`config.mk`:
```
export PLATFORM = sky130hd
export DESIGN_NAME = zmod_dac_driver_v2_0
export DESIGN_NICKNAME = d
export VERILOG_FILES = /design/src/rtl/zmod_dac_pkg.sv /design/src/rtl/zmod_dac_spi_master.sv /design/src/rtl/zmod_dac_driver_v2_0.sv
export SDC_FILE = /design/constraint.sdc
export NUM_CORES = 1
export LEC_CHECK = 0
export BUFFER_PORTS_ARGS = -buffer_cell sky130_fd_sc_hd__buf_2
export CELL_PAD_IN_SITES_DETAIL_PLACEMENT = 1
export CELL_PAD_IN_SITES_GLOBAL_PLACEMENT = 1
export CORE_ASPECT_RATIO = 1.2
export CORE_MARGIN = 2
export CORE_UTILIZATION = 28
export CTS_BUF_LIST = sky130_fd_sc_hd__clkbuf_4 sky130_fd_sc_hd__clkbuf_8 sky130_fd_sc_hd__clkbuf_16
export CTS_CLUSTER_SIZE = 24
export DETAILED_ROUTE_END_ITERATION = 6
export GPL_ROUTABILITY_DRIVEN = 0
export PLACE_DENSITY_LB_ADDON = 0.1
export SETUP_SLACK_MARGIN = 0.15
export SLEW_MARGIN = 30
export SYNTH_ARGS = -nofsm -noshare
export SYNTH_HDL_FRONTEND = slang
export SYNTH_SLANG_ARGS = --single-unit
```
`constraint.sdc`:
```
create_clock -name clk -period 4.5 [get_ports clk]
set_input_delay 0.45 -clock clk [delete_from_list [all_inputs] [get_ports clk]]
set_output_delay 0.45 -clock clk [all_outputs]
set_load 0.02 [all_outputs]
```
`src/rtl/zmod_dac_pkg.sv`:
```
// Shared types and constants for the Zmod DAC driver: FSM encodings, SPI instruction
// layout and the boot configuration table.
package zmod_dac_pkg;

    typedef enum logic [1:0] {
        BOOT_LOAD = 2'd0,
        SHIFT     = 2'd1,
        GAP       = 2'd2,
        IDLE      = 2'd3
    } state_t;

    typedef enum logic [1:0] {
        PH_LEAD  = 2'd0,
        PH_CLOCK = 2'd1,
        PH_TAIL  = 2'd2
    } spi_phase_t;

    // Instruction byte: {rw, 2'b00, addr[4:0]}, rw = 0 for a write.
    localparam int INSTR_RW_BIT = 7;
    localparam int INSTR_ADDR_W = 5;

    localparam logic [15:0] CFG_TABLE [16] = '{
        16'h0100,   // power-down register: all blocks on
        16'h0280,   // data control: two's-complement input format
        16'h0834,   // I DAC gain
        16'h0CB6,   // Q DAC gain
        16'h1400,   // clock mode
        16'h0000, 16'h0000, 16'h0000, 16'h0000, 16'h0000, 16'h0000,
        16'h0000, 16'h0000, 16'h0000, 16'h0000, 16'h0000
    };

endpackage

```
`src/rtl/zmod_dac_spi_master.sv`:
```
// 16-bit SPI write master: SCK idles high, SDO launched on falling edges, CS framed
// one half-period around the clock burst.
module zmod_dac_spi_master
    import zmod_dac_pkg::*;
#(
    parameter int SPI_DIV = 4
) (
    input  logic        clk,
    input  logic        rstn,
    input  logic        start,
    input  logic [15:0] word,
    output logic        busy,
    output logic        done,
    output logic        sck,
    output logic        cs,
    output logic        sdo
);

    localparam int               DIV_W    = $clog2(SPI_DIV);
    localparam logic [DIV_W-1:0] DIV_LOAD = DIV_W'(SPI_DIV - 1);

    logic [DIV_W-1:0] div_cnt;
    logic [3:0]       bit_cnt;
    logic [15:0]      shreg;
    spi_phase_t       phase;

    always_ff @(posedge clk or negedge rstn) begin
        if (!rstn) begin
            busy    <= 1'b0;
            done    <= 1'b0;
            sck     <= 1'b1;
            cs      <= 1'b1;
            sdo     <= 1'b0;
            div_cnt <= '0;
            bit_cnt <= 4'd15;
            shreg   <= '0;
            phase   <= PH_LEAD;
        end else begin
            done <= 1'b0;
            if (!busy) begin
                if (start) begin
                    busy    <= 1'b1;
                    cs      <= 1'b0;
                    shreg   <= word;
                    bit_cnt <= 4'd15;
                    div_cnt <= DIV_LOAD;
                    phase   <= PH_LEAD;
                end
            end else if (div_cnt != '0) begin
                div_cnt <= div_cnt - DIV_W'(1);
            end else begin
                div_cnt <= DIV_LOAD;
                unique case (phase)
                    PH_LEAD: begin
                        sck   <= 1'b0;
                        sdo   <= shreg[15];
                        shreg <= shreg << 1;
                        phase <= PH_CLOCK;
                    end
                    PH_CLOCK: begin
                        if (!sck) begin
                            // rising edge: the DAC samples here; the last one closes the word
                            sck <= 1'b1;
                            if (bit_cnt == 4'd0) phase   <= PH_TAIL;
                            else                 bit_cnt <= bit_cnt - 4'd1;
                        end else begin
                            sck   <= 1'b0;
                            sdo   <= shreg[15];
                            shreg <= shreg << 1;
                        end
                    end
                    PH_TAIL: begin
                        cs   <= 1'b1;
                        sdo  <= 1'b0;
                        busy <= 1'b0;
                        done <= 1'b1;
                    end
                    default: phase <= PH_LEAD;
                endcase
            end
        end
    end

endmodule

```
`src/rtl/zmod_dac_driver_v2_0.sv`:
```
// Zmod DAC driver: boot-time SPI configuration, runtime SPI writes and the DDR I/Q bus.
// state     | meaning
// BOOT_LOAD | fetch CFG_TABLE[idx] and start the SPI master
// SHIFT     | word on the wire, wait for SPI done
// GAP       | CS held high between words
// IDLE      | configuration done, runtime write port open
module zmod_dac_driver_v2_0
    import zmod_dac_pkg::*;
#(
    parameter int DATA_W  = 14,
    parameter int SPI_DIV = 4,
    parameter int N_CFG   = 4,
    parameter int SWAP_IQ = 0
) (
    input  logic              clk,
    input  logic              rstn,
    input  logic [DATA_W-1:0] is_data_i,
    input  logic [DATA_W-1:0] is_data_q,
    input  logic              i_run,
    input  logic              i_wr_valid,
    input  logic [15:0]       i16_wr_word,
    output logic              o_wr_ready,
    output logic              o_cfg_done,
    output logic [13:0]       os14_data,
    output logic              or_sck,
    output logic              or_cs,
    output logic              o_sdo
);

    // GAP length makes CS high for exactly two half-periods, counting the
    // done/start pipeline cycles on either side of it.
    localparam int               GAP_W    = $clog2(2 * SPI_DIV);
    localparam logic [GAP_W-1:0] GAP_LOAD = GAP_W'(2 * SPI_DIV - 4);
    localparam logic [3:0]       LAST_IDX = 4'(N_CFG - 1);
    localparam int               PAD      = 14 - DATA_W;

    state_t             state;
    logic [3:0]         idx;
    logic [GAP_W-1:0]   gap_cnt;
    logic               spi_start;
    logic [15:0]        spi_word;
    logic               spi_busy;
    logic               spi_done;
    logic               streaming;
    logic [13:0]        ch_i, ch_q, ddr_hi, ddr_lo;

    zmod_dac_spi_master #(.SPI_DIV(SPI_DIV)) u_spi (
        .clk   (clk),
        .rstn  (rstn),
        .start (spi_start),
        .word  (spi_word),
        .busy  (spi_busy),
        .done  (spi_done),
        .sck   (or_sck),
        .cs    (or_cs),
        .sdo   (o_sdo)
    );

    always_ff @(posedge clk or negedge rstn) begin
        if (!rstn) begin
            state      <= BOOT_LOAD;
            idx        <= 4'd0;
            gap_cnt    <= '0;
            spi_start  <= 1'b0;
            spi_word   <= '0;
            o_wr_ready <= 1'b0;
            o_cfg_done <= 1'b0;
        end else begin
            spi_start <= 1'b0;
            unique case (state)
                BOOT_LOAD: begin
                    if (!spi_busy) begin
                        spi_word  <= CFG_TABLE[idx];
                        spi_start <= 1'b1;
                        state     <= SHIFT;
                    end
                end
                SHIFT: begin
                    if (spi_done) begin
                        gap_cnt <= GAP_LOAD;
                        state   <= GAP;
                    end
                end
                GAP: begin
                    if (gap_cnt != '0) begin
                        gap_cnt <= gap_cnt - GAP_W'(1);
                    end else if (idx < LAST_IDX) begin
                        idx   <= idx + 4'd1;
                        state <= BOOT_LOAD;
                    end else begin
                        // idx parks at the last entry, so runtime writes also come back here
                        o_cfg_done <= 1'b1;
                        o_wr_ready <= 1'b1;
                        state      <= IDLE;
                    end
                end
                IDLE: begin
                    if (i_wr_valid && o_wr_ready) begin
                        spi_word   <= i16_wr_word;
                        spi_start  <= 1'b1;
                        o_wr_ready <= 1'b0;
                        state      <= SHIFT;
                    end
                end
                default: state <= BOOT_LOAD;
            endcase
        end
    end

    assign streaming = i_run && o_cfg_done;

    always_ff @(posedge clk or negedge rstn) begin
        if (!rstn) begin
            ch_i   <= '0;
            ch_q   <= '0;
            ddr_hi <= '0;
            ddr_lo <= '0;
        end else begin
            ch_i   <= streaming ? (14'(is_data_i) << PAD) : 14'd0;
            ch_q   <= streaming ? (14'(is_data_q) << PAD) : 14'd0;
            ddr_hi <= (SWAP_IQ != 0) ? ch_q : ch_i;
            ddr_lo <= (SWAP_IQ != 0) ? ch_i : ch_q;
        end
    end

    // Both halves are launched together; the output mux places them in the clk phases.
    assign os14_data = clk ? ddr_hi : ddr_lo;

endmodule

```
==> results of run 1 <==
cell families (layout without fill, tap and decap cells):
group | Yosys count | in the layout
and+or+nand+nor | 117 | 117
DFF | 113 | 113
AOI/OAI and AO/OA | 77 | 77
buffers and inverters | 40 | 132
muxes | 33 | 33
adders and majority gates | 12 | 12
xor gates and xnor gates | 1 | 1
power by group through the flow:
stage	registers [mW]	logic (mW)	clock network, mW
5_1_grt	1.54	1.17	2.24
2_1_floorplan	1.45	0.786	0.102
6_report	1.50	1.02	2.13
3_5_place_dp	1.52	1.04	0.0831
4_1_cts	1.50	1.05	2.19
3_3_place_gp	1.51	0.975	0.0831
placed cells by master, fill, tap and decap left out, drive strengths merged, types with 2 or more instances in the layout:
| master | synthesis | final |
|---|---|---|
| nor2b | 4 | 4 |
| mux2 | 15 | 15 |
| nor3 | 6 | 6 |
| a21oi | 36 | 36 |
| inv | 21 | 21 |
| o31ai | 2 | 2 |
| clkinv | 0 | 2 |
| and4 | 2 | 2 |
| a22oi | 5 | 5 |
| or3 | 2 | 2 |
| ha | 12 | 12 |
| dfrtp | 107 | 107 |
| or2 | 2 | 2 |
| nor2 | 37 | 37 |
| nand2 | 14 | 14 |
| dfstp | 6 | 6 |
| o211ai | 2 | 2 |
| and3 | 29 | 29 |
| o21ai | 14 | 14 |
| nand3b | 2 | 2 |
| nand2b | 5 | 5 |
| a32oi | 3 | 3 |
| buf | 11 | 70 |
| a2bb2oi | 2 | 2 |
| mux2i | 18 | 18 |
| clkbuf | 8 | 30 |
| bufinv | 0 | 7 |
| o221ai | 3 | 3 |
| nand3 | 11 | 11 |
| a211oi | 4 | 4 |
cell type report:
cell class                 instances  share of cell area [%]
clock buffer                      44                   12.45
clock inverter                    10                   3.802
multi-input combinational        240                   26.49
inverter                          21                   1.295
tap                              212                   4.357
timing repair buffer              57                   5.035
sequential                       113                   46.57
metal layers:
| layer | part of all wire, % | vias up |
|---|---|---|
| met5 | 0 | - |
| met4 | 2.6 | 0 |
| met3 | 6.7 | 28 |
| met2 | 50 | 91 |
| met1 | 41 | 1618 |
| li1 | - | 1527 |
state kept, by name (all words and copies together), names as in the netlist, 3 cells and up:
signal and flops:
u_spi.bit_cnt 4, ddr_lo 14, ch_i 14, u_spi.shreg 16, idx 4, ch_q 14
gap_cnt 3, ddr_hi 14, spi_word 16
through the flow:
step,cell area [um2],util [%],setup WS (ps)
after floorplan,4609,-,1305
after global placement,5140,31.84,1409
after detailed placement,5159,31.95,1409
after CTS,6088,37.71,928.8
after global routing,6088,37.71,919.5
final,6088,37.71,946.2
how the worst max path moves through the flow:
stage,end,start,slack (ps)
after floorplan,os14_data[10],clk,1300
after global placement,os14_data[0],clk,1410
after detailed placement,os14_data[0],clk,1410
after CTS,os14_data[7],clk,930
after global routing,os14_data[7],clk,920
final,os14_data[7],clk,950
worst min-delay path, cell delays in order:
cell,delay [ps]
buf_2,80
nand3_1,60
o21ai_0,60
==> impl_metrics.yaml, run 1 <==
global_routing:
  grtUsageMet2_pct: 21.70
  antenna_found_initial: 0
  grt.met3_usage_pct: 6.979
  grt_pass1_wl_mm: 17.75
  grtUsageMet1_pct: 14.48
  busiest_layer: "met2"
  overflow: 0
  first_global_vias: 3655
  grt_max_degree: 53
  grt_use_total_pct: 13.81
die:
  io_pins: 67
  start_util_pct: 28.55
  std_cell_rows: 51
  die_w_um: 121.1
  die-area_um2: 17510
  die_h_um: 144.6
  core_um2: 16140
clock_network:
  cts-hold-fix-buffers: 1
  path_clk_slew_ps: 50
  cts_tree: "built"
  clk-insertion-delay-late_ps: 530
  cts_setup_buffers: 0
  post_cts_resized: 0
power:
  p_comb_share_pct: 21.9
  totalPowerFinal_mw: 4.640
  pwr-share-seq_pct: 32.3
  power_frac_clock_pct: 45.8
  power_switching_mw: 1.400
  powerDensity_nw_per_um2: 762.1
  leakage_nw: 3.093
  p_int_mw: 3.240
  peakVddDrop_mv: 0.2796
  switching_share_pct: 30.17
timing:
  maxSlewHeadroom_pct: 43.89
  skew_ps: 6.878
  hold_viol_final: 0
  slew_violations: 0
  rsz0062_at_grt: "false"
  hold_slack_ps: 165.9
  worst_pin_slew_ps: 841.7
  fin_setup_tns_ps: 0
  setup_violations: 0
yosys:
  yosys_warnings: 0
  synthTopCellsByArea: "dfrtp_1 (58%), and3_1 (3.9%), a21oi_1 (3.9%)"
  syn_area_per_cell_um2: 11.73
  muxShareOfSynthArea_pct: 7.573
  synth-edff-count: 0
  synthSimpleGateAreaFrac_pct: 13.27
  synth_top_family_by_area: "simple AND/OR/NAND/NOR gates"
  ys_ff_latch: 113
  synthXorXnorAreaFrac_pct: 0.1900
  ys_types: 45
  async_reset_ff_share_pct: 100.0
  ys.flop_type: "dfrtp_1"
  synth_top_area_share_pct: 58.09
  synth_fa_ha_area_share_pct: 3.257
  synth_common_cells: "dfrtp_1 (107), nor2_1 (37), a21oi_1 (36)"
  syn_area_um2: 4609
  synth-compound-area-share_pct: 10.45
  syn_inst: 393
  syn-num-nets: 453
  synth_area_leader_cell: "dfrtp_1"
  yosysMostFrequentCell: "dfrtp_1"
  ys_seq_area_share_pct: 61.51
layout:
  ff_latch_area_um2: 2835
  drive_above_1_share_pct: 28.45
  fillers: 1780
  multi_input_area_um2: 1613
  nets: 532
  antenna_cells: 0
  instances_no_fill: 697
  syn2layout_area_growth_pct: 32.08
min_path:
  holdPathStages: 3
  min_to: "spi_word[15]"
  hold_class: "in2reg"
  hp-start: "i16_wr_word[15]"
critical_path:
  path_common_cell: "clkbuf_16"
  worstReg2RegEnd: "spi_word[13]"
  worst-path-buf-inv: 4
  reg2reg_depth: 6
  startpoint_type: "clock port"
  crit_required_ps: 4050
  cp_slowest_cell: "mux2_2"
  r2r-start: "state[0]"
  critPathKind: "clk2out"
  worst_setup_path_end_kind: "output pin"
  cpPeakStageDelay_ps: 270
  crit_family: "buffers and inverters"
  critical_path.max_fanout: 4
  cp_num_cells: 5
  critPathArrivalTime_ps: 3100
  r2r_slack_ps: 2220
  path_cells: "clkbuf_16, clkbuf_16, clkbuf_16, mux2_2, buf_2"
route:
  ant_nets: 0
  drt-initial-drc-count: 108
  wire_per_inst_um: 15.62
  via_per_inst: 4.683
  vias: 3264
  drc: 0
  firstDrtPassIters: 4
  routed_wl_mm: 10.89
placed_design:
  numPortBuffers: 66
  placed_cells: 656
  hpwl_mm: 7.087
run:
  cap_violations: 0
outcome:
  status: "finished clean"
No activity file was read; power rests on OpenSTA's default activity.
==> run 2, diff against run 1 <==
Clock period 4.5 ns to 3.3 ns, I/O delays scaled along.
==> run 2 against run 1 <==
  * Worst setup slack worse by 470 ps
  * Final area is 1.1% lower
  * Power is 31% higher
  * Die area stayed put
  * Non-clock buffer count is 1 higher
  * Clock skew is 1.5 ps lower
  * Cell count is 0.29% higher
==> impl_metrics.yaml, run 2 (synthesis gave the netlist of run 1 again) <==
outcome:
  status: "finished clean"
route:
  vias: 3242
  firstDrtPassIters: 4
  wire_per_inst_um: 15.54
  ant_nets: 0
  via_per_inst: 4.638
  drc: 0
  drt-initial-drc-count: 183
  routed_wl_mm: 10.86
die:
  die-area_um2: 17510
  std_cell_rows: 51
  core_um2: 16140
  start_util_pct: 28.55
  die_w_um: 121.1
  io_pins: 67
  die_h_um: 144.6
timing:
  hold_viol_final: 0
  worst_pin_slew_ps: 799.3
  skew_ps: 5.332
  setup_violations: 0
  maxSlewHeadroom_pct: 46.71
  fin_setup_tns_ps: 0
  rsz0062_at_grt: "false"
  slew_violations: 0
critical_path:
  worst_setup_path_end_kind: "output pin"
  critPathKind: "clk2out"
  critPathArrivalTime_ps: 2500
  crit_required_ps: 2970
  cp-startpoint: "clk"
  r2r-start: "state[0]"
  critical_path.max_fanout: 3
  startpoint_type: "clock port"
run:
  cap_violations: 0
power:
  peakVddDrop_mv: 0.4802
  powerDensity_nw_per_um2: 1013
  leakage_nw: 3.057
  totalPowerFinal_mw: 6.098
placed_design:
  numPortBuffers: 66
  hpwl_mm: 7.024
layout:
  mostFrequentLayoutCell: "dfrtp_1"
  antenna_cells: 0
  drive_above_1_share_pct: 28.75
  top_regs: "spi_word: 16 flops, u_spi.shreg: 16 flops"
  final_cell_mix: "dfrtp_1 (107), buf_2 (65), nor2_1 (37)"
  nets: 533
  fillers: 1791
  syn2layout_area_growth_pct: 30.62
global_routing:
  antenna_found_initial: 0
  grt_use_total_pct: 13.89
  first_global_vias: 3661
  grt_pass1_wl_mm: 18.03
  grt_max_degree: 61
  overflow: 0
clock_network:
  path_clk_slew_ps: 60
  post_cts_resized: 0
  cts_tree: "built"
  clk-insertion-delay-late_ps: 520
  cts-hold-fix-buffers: 1
  cts_setup_buffers: 0
min_path:
  hp-start: "i16_wr_word[0]"
  hold_class: "in2reg"
==> run 2: cell count changes in the layout (fill, tap and decap cells not counted) <==
cell	delta
clkinv_2	+1
o21ai_4	-1
clkinvlp_4	+2
inv_6	+3
clkinv_4	+3
bufinv_16	-3
o21ai_2	+1
clkbuf_4	-1
clkbuf_8	-4
buf_12	+1
==> run 2: report_power, final <==
part,switching [mW],internal (mW),total [mW]
sequential,0.290,1.77,2.06
clock,0.887,1.77,2.66
combinational,0.803,0.574,1.38
==> run 2: area by class of cell <==
cell class / count / area, um2 / area share [%]
clock buffers: 39 / 695.7 / 11.55
inverters: 21 / 78.83 / 1.309
flip-flops and latches: 113 / 2835 / 47.09
clock inverters: 16 / 214.0 / 3.554
well taps: 212 / 265.3 / 4.406
multi-input cells: 240 / 1605 / 26.66
repair buffers: 58 / 326.6 / 5.424
==> run 2: per-stage QoR <==
step | cells | worst slack, ps | util [%] | hold WS [ps] | instance area [um2]
final | 699 | 471.6 | 37.29 | 44.14 | 6021
after global routing | 699 | 446.4 | 37.29 | 29.63 | 6021
after CTS | 699 | 457.6 | 37.29 | 25.42 | 6021
after detailed placement | 657 | 929.5 | 32.03 | 336.2 | 5171
after global placement | 656 | 929.5 | 31.96 | 331.8 | 5160
after floorplan | 393 | 825.0 | - | 34.41 | 4609
==> run 2: final timing paths <==
kind                       cells after the start            end  slack, ps
setup / recovery                               5  os14_data[11]        470
hold / removal                                 3    spi_word[0]         40
max in group asynchronous                      3     gap_cnt[0]       2150
setup reg to reg                               7    spi_word[6]       1250
hold reg to reg                                0     ddr_lo[10]        340
min in group asynchronous                      2     ddr_lo[13]        380
==> run 2: worst max-delay path: stages <==
cell	delay, ps
clkbuf_16	130
clkbuf_16	140
clkbuf_16	140
mux2_2	270
buf_2	160
==> run 2: per-layer routing <==
metal	wire (um)	global-route usage, %	vias up
met5	0	0	-
met4	300	9.914	0
met3	657	6.073	31
met2	5278	21.14	85
met1	4624	15.51	1598
li1	-	-	1528
==> run 3, diff against run 2 <==
Settings changed: ABC_AREA set to 1.
==> run 3 against run 2 <==
  * Combinational power decreased by 94%
  * Largest cell class unchanged
  * First-iteration DRC count is 56% lower
  * Wire length is 4.0% higher
  * Sequential share of layout area down 2.9 points
  * Clock skew hardly changed
  * Cell count rose by 21%
  * Sequential power down 33%
  * Power down 35%
  * Worst setup slack worse by 3.4 ps
  * Global-route usage down 0.28 points
  * Critical path depth stayed put
  * Synthesized area rose by 5.8%
==> impl_metrics.yaml, run 3 <==
placed_design:
  numPortBuffers: 66
  placed_cells: 781
  hpwl_mm: 7.582
  placed_cell_area_um2: 5383
yosys:
  synth-edff-count: 0
  synth_area_leader_cell: "dfrtp_1"
  yosysMostFrequentCell: "nand2_1"
  ys_seq_area_share_pct: 58.13
  syn_area_um2: 4877
  async_reset_ff_share_pct: 100.0
  ys.flop_type: "dfrtp_1"
  synthTopCellsByArea: "dfrtp_1 (55%), nand2_1 (11%), inv_1 (5.5%)"
  syn_inst: 513
  syn_area_per_cell_um2: 9.507
  yosys_warnings: 0
  ys_ff_latch: 113
  ys_types: 35
  synth_top_area_share_pct: 54.90
  syn-num-nets: 573
  synth_common_cells: "nand2_1 (139), dfrtp_1 (107), inv_1 (71)"
min_path:
  holdPathStages: 3
  min_to: "ch_i[0]"
  hold_class: "in2reg"
  hp-start: "is_data_i[0]"
die:
  io_pins: 67
  die_w_um: 124.5
  start_util_pct: 28.72
  die_h_um: 148.6
  die-area_um2: 18490
  core_um2: 16980
  std_cell_rows: 52
outcome:
  status: "finished clean"
timing:
  fin_setup_tns_ps: 0
  hold_viol_final: 0
  skew_ps: 5.111
  hold_slack_ps: 20.56
  maxSlewHeadroom_pct: 45.56
  rsz0062_at_grt: "false"
  worst_pin_slew_ps: 816.6
  setup_violations: 0
  slew_violations: 0
layout:
  top_regs: "spi_word: 16 flops, u_spi.shreg: 16 flops"
  fillers: 1971
  final_area_um2: 6419
  syn2layout_area_growth_pct: 31.61
  final_cell_mix: "nand2_1 (138), dfrtp_1 (107), inv_1 (71)"
  drive_above_1_share_pct: 25.84
  instances_no_fill: 844
  mostFrequentLayoutCell: "nand2_1"
  nets: 673
clock_network:
  cts_setup_buffers: 0
  path_clk_slew_ps: 50
  cts_tree: "built"
  cts-hold-fix-buffers: 21
  clk-insertion-delay-late_ps: 530
  post_cts_resized: 0
global_routing:
  grt_use_total_pct: 13.61
  grt_pass1_wl_mm: 19.38
  first_global_vias: 4210
  antenna_found_initial: 0
  grt_max_degree: 62
  overflow: 0
critical_path:
  reg2reg_depth: 5
  startpoint_type: "clock port"
  r2r-start: "u_spi.busy"
  r2r_slack_ps: 1460
  worstReg2RegEnd: "u_spi.shreg[6]"
  worst_setup_path_end_kind: "output pin"
  critPathArrivalTime_ps: 2500
  critical_path.max_fanout: 4
  crit_required_ps: 2970
  critPathKind: "clk2out"
run:
  cap_violations: 0
route:
  wire_per_inst_um: 13.39
  drt-initial-drc-count: 80
  routed_wl_mm: 11.30
  ant_nets: 0
  via_per_inst: 4.309
  drc: 0
  firstDrtPassIters: 4
  vias: 3637
power:
  powerDensity_nw_per_um2: 621.9
  leakage_nw: 3.403
  peakVddDrop_mv: 0.4055
run 3: changes by cell type in the layout (fill, tap and decap cells not counted), sizes merged, moves of 5 or more:
cell | before | now
nand2 | 14 | 148
inv | 24 | 77
a21oi | 36 | 2
o21ai | 14 | 46
and3 | 29 | 0
nand3 | 11 | 34
dlygate4sd3 | 1 | 21
mux2i | 18 | 0
nand2b | 5 | 0
run 3: worst max-delay path by stage:
stage / depth (start not counted) / to / start / slack, ps
after floorplan: 2 / os14_data[10] / clk / 820
after global placement: 2 / os14_data[0] / clk / 930
after detailed placement: 2 / os14_data[0] / clk / 930
after CTS: 5 / os14_data[6] / clk / 450
after global routing: 5 / os14_data[5] / clk / 440
final: 5 / os14_data[5] / clk / 470
run 3: final cells by class:
type                    instances  area, um2  share of cell area [%]
repair buffers                 76      508.0                   7.914
diodes                          1      2.502                 0.03899
clock buffers                  40      703.2                   10.96
clock inverters                15      187.7                   2.924
well taps                     216      270.3                   4.211
flip-flops and latches        113       2835                   44.17
multi-input cells             309       1627                   25.34
inverters                      74      285.3                   4.444
run 3: through the flow:
step                      setup slack, ps  utilization, %  power, mW
after floorplan                     825.0               -      1.509
after global placement              929.5           31.70      1.528
after detailed placement            929.5           31.70      1.530
after CTS                           450.3           37.77      4.079
after global routing                440.7           37.78      4.147
final                               468.2           37.80      3.992
run 3: cells by family after synthesis:
kind of cell | share of synthesized area [%]
AO/OA/AOI/OAI | 6.362
XOR/XNOR | 0.3592
adder cells (fa/ha/maj) | 3.078
buffers and inverters | 8.568
flip-flops | 58.13
multiplexers | 3.232
AND/OR/NAND/NOR | 20.27
run 3: routing by layer:
metal  global-route usage [%]  routed length (um)  up-vias
met5                        0                   0        -
met4                    9.157                 340        0
met3                    6.475                 843       33
met2                    22.38                5538       99
met1                    13.79                4575     1713
li1                         -                   -     1792
run 3: power by group:
part | total (mW) | internal [mW] | switching, mW
logic | 0.0852 | 0.0409 | 0.0443
registers | 1.39 | 1.39 | 0
clock network | 2.52 | 1.67 | 0.845
total | 3.99 | 3.10 | 0.889
run 3: critical path, stage by stage:
cell and delay (ps):
clkbuf_16 130, clkbuf_16 140, clkbuf_16 150, mux2_2 270
buf_2 160
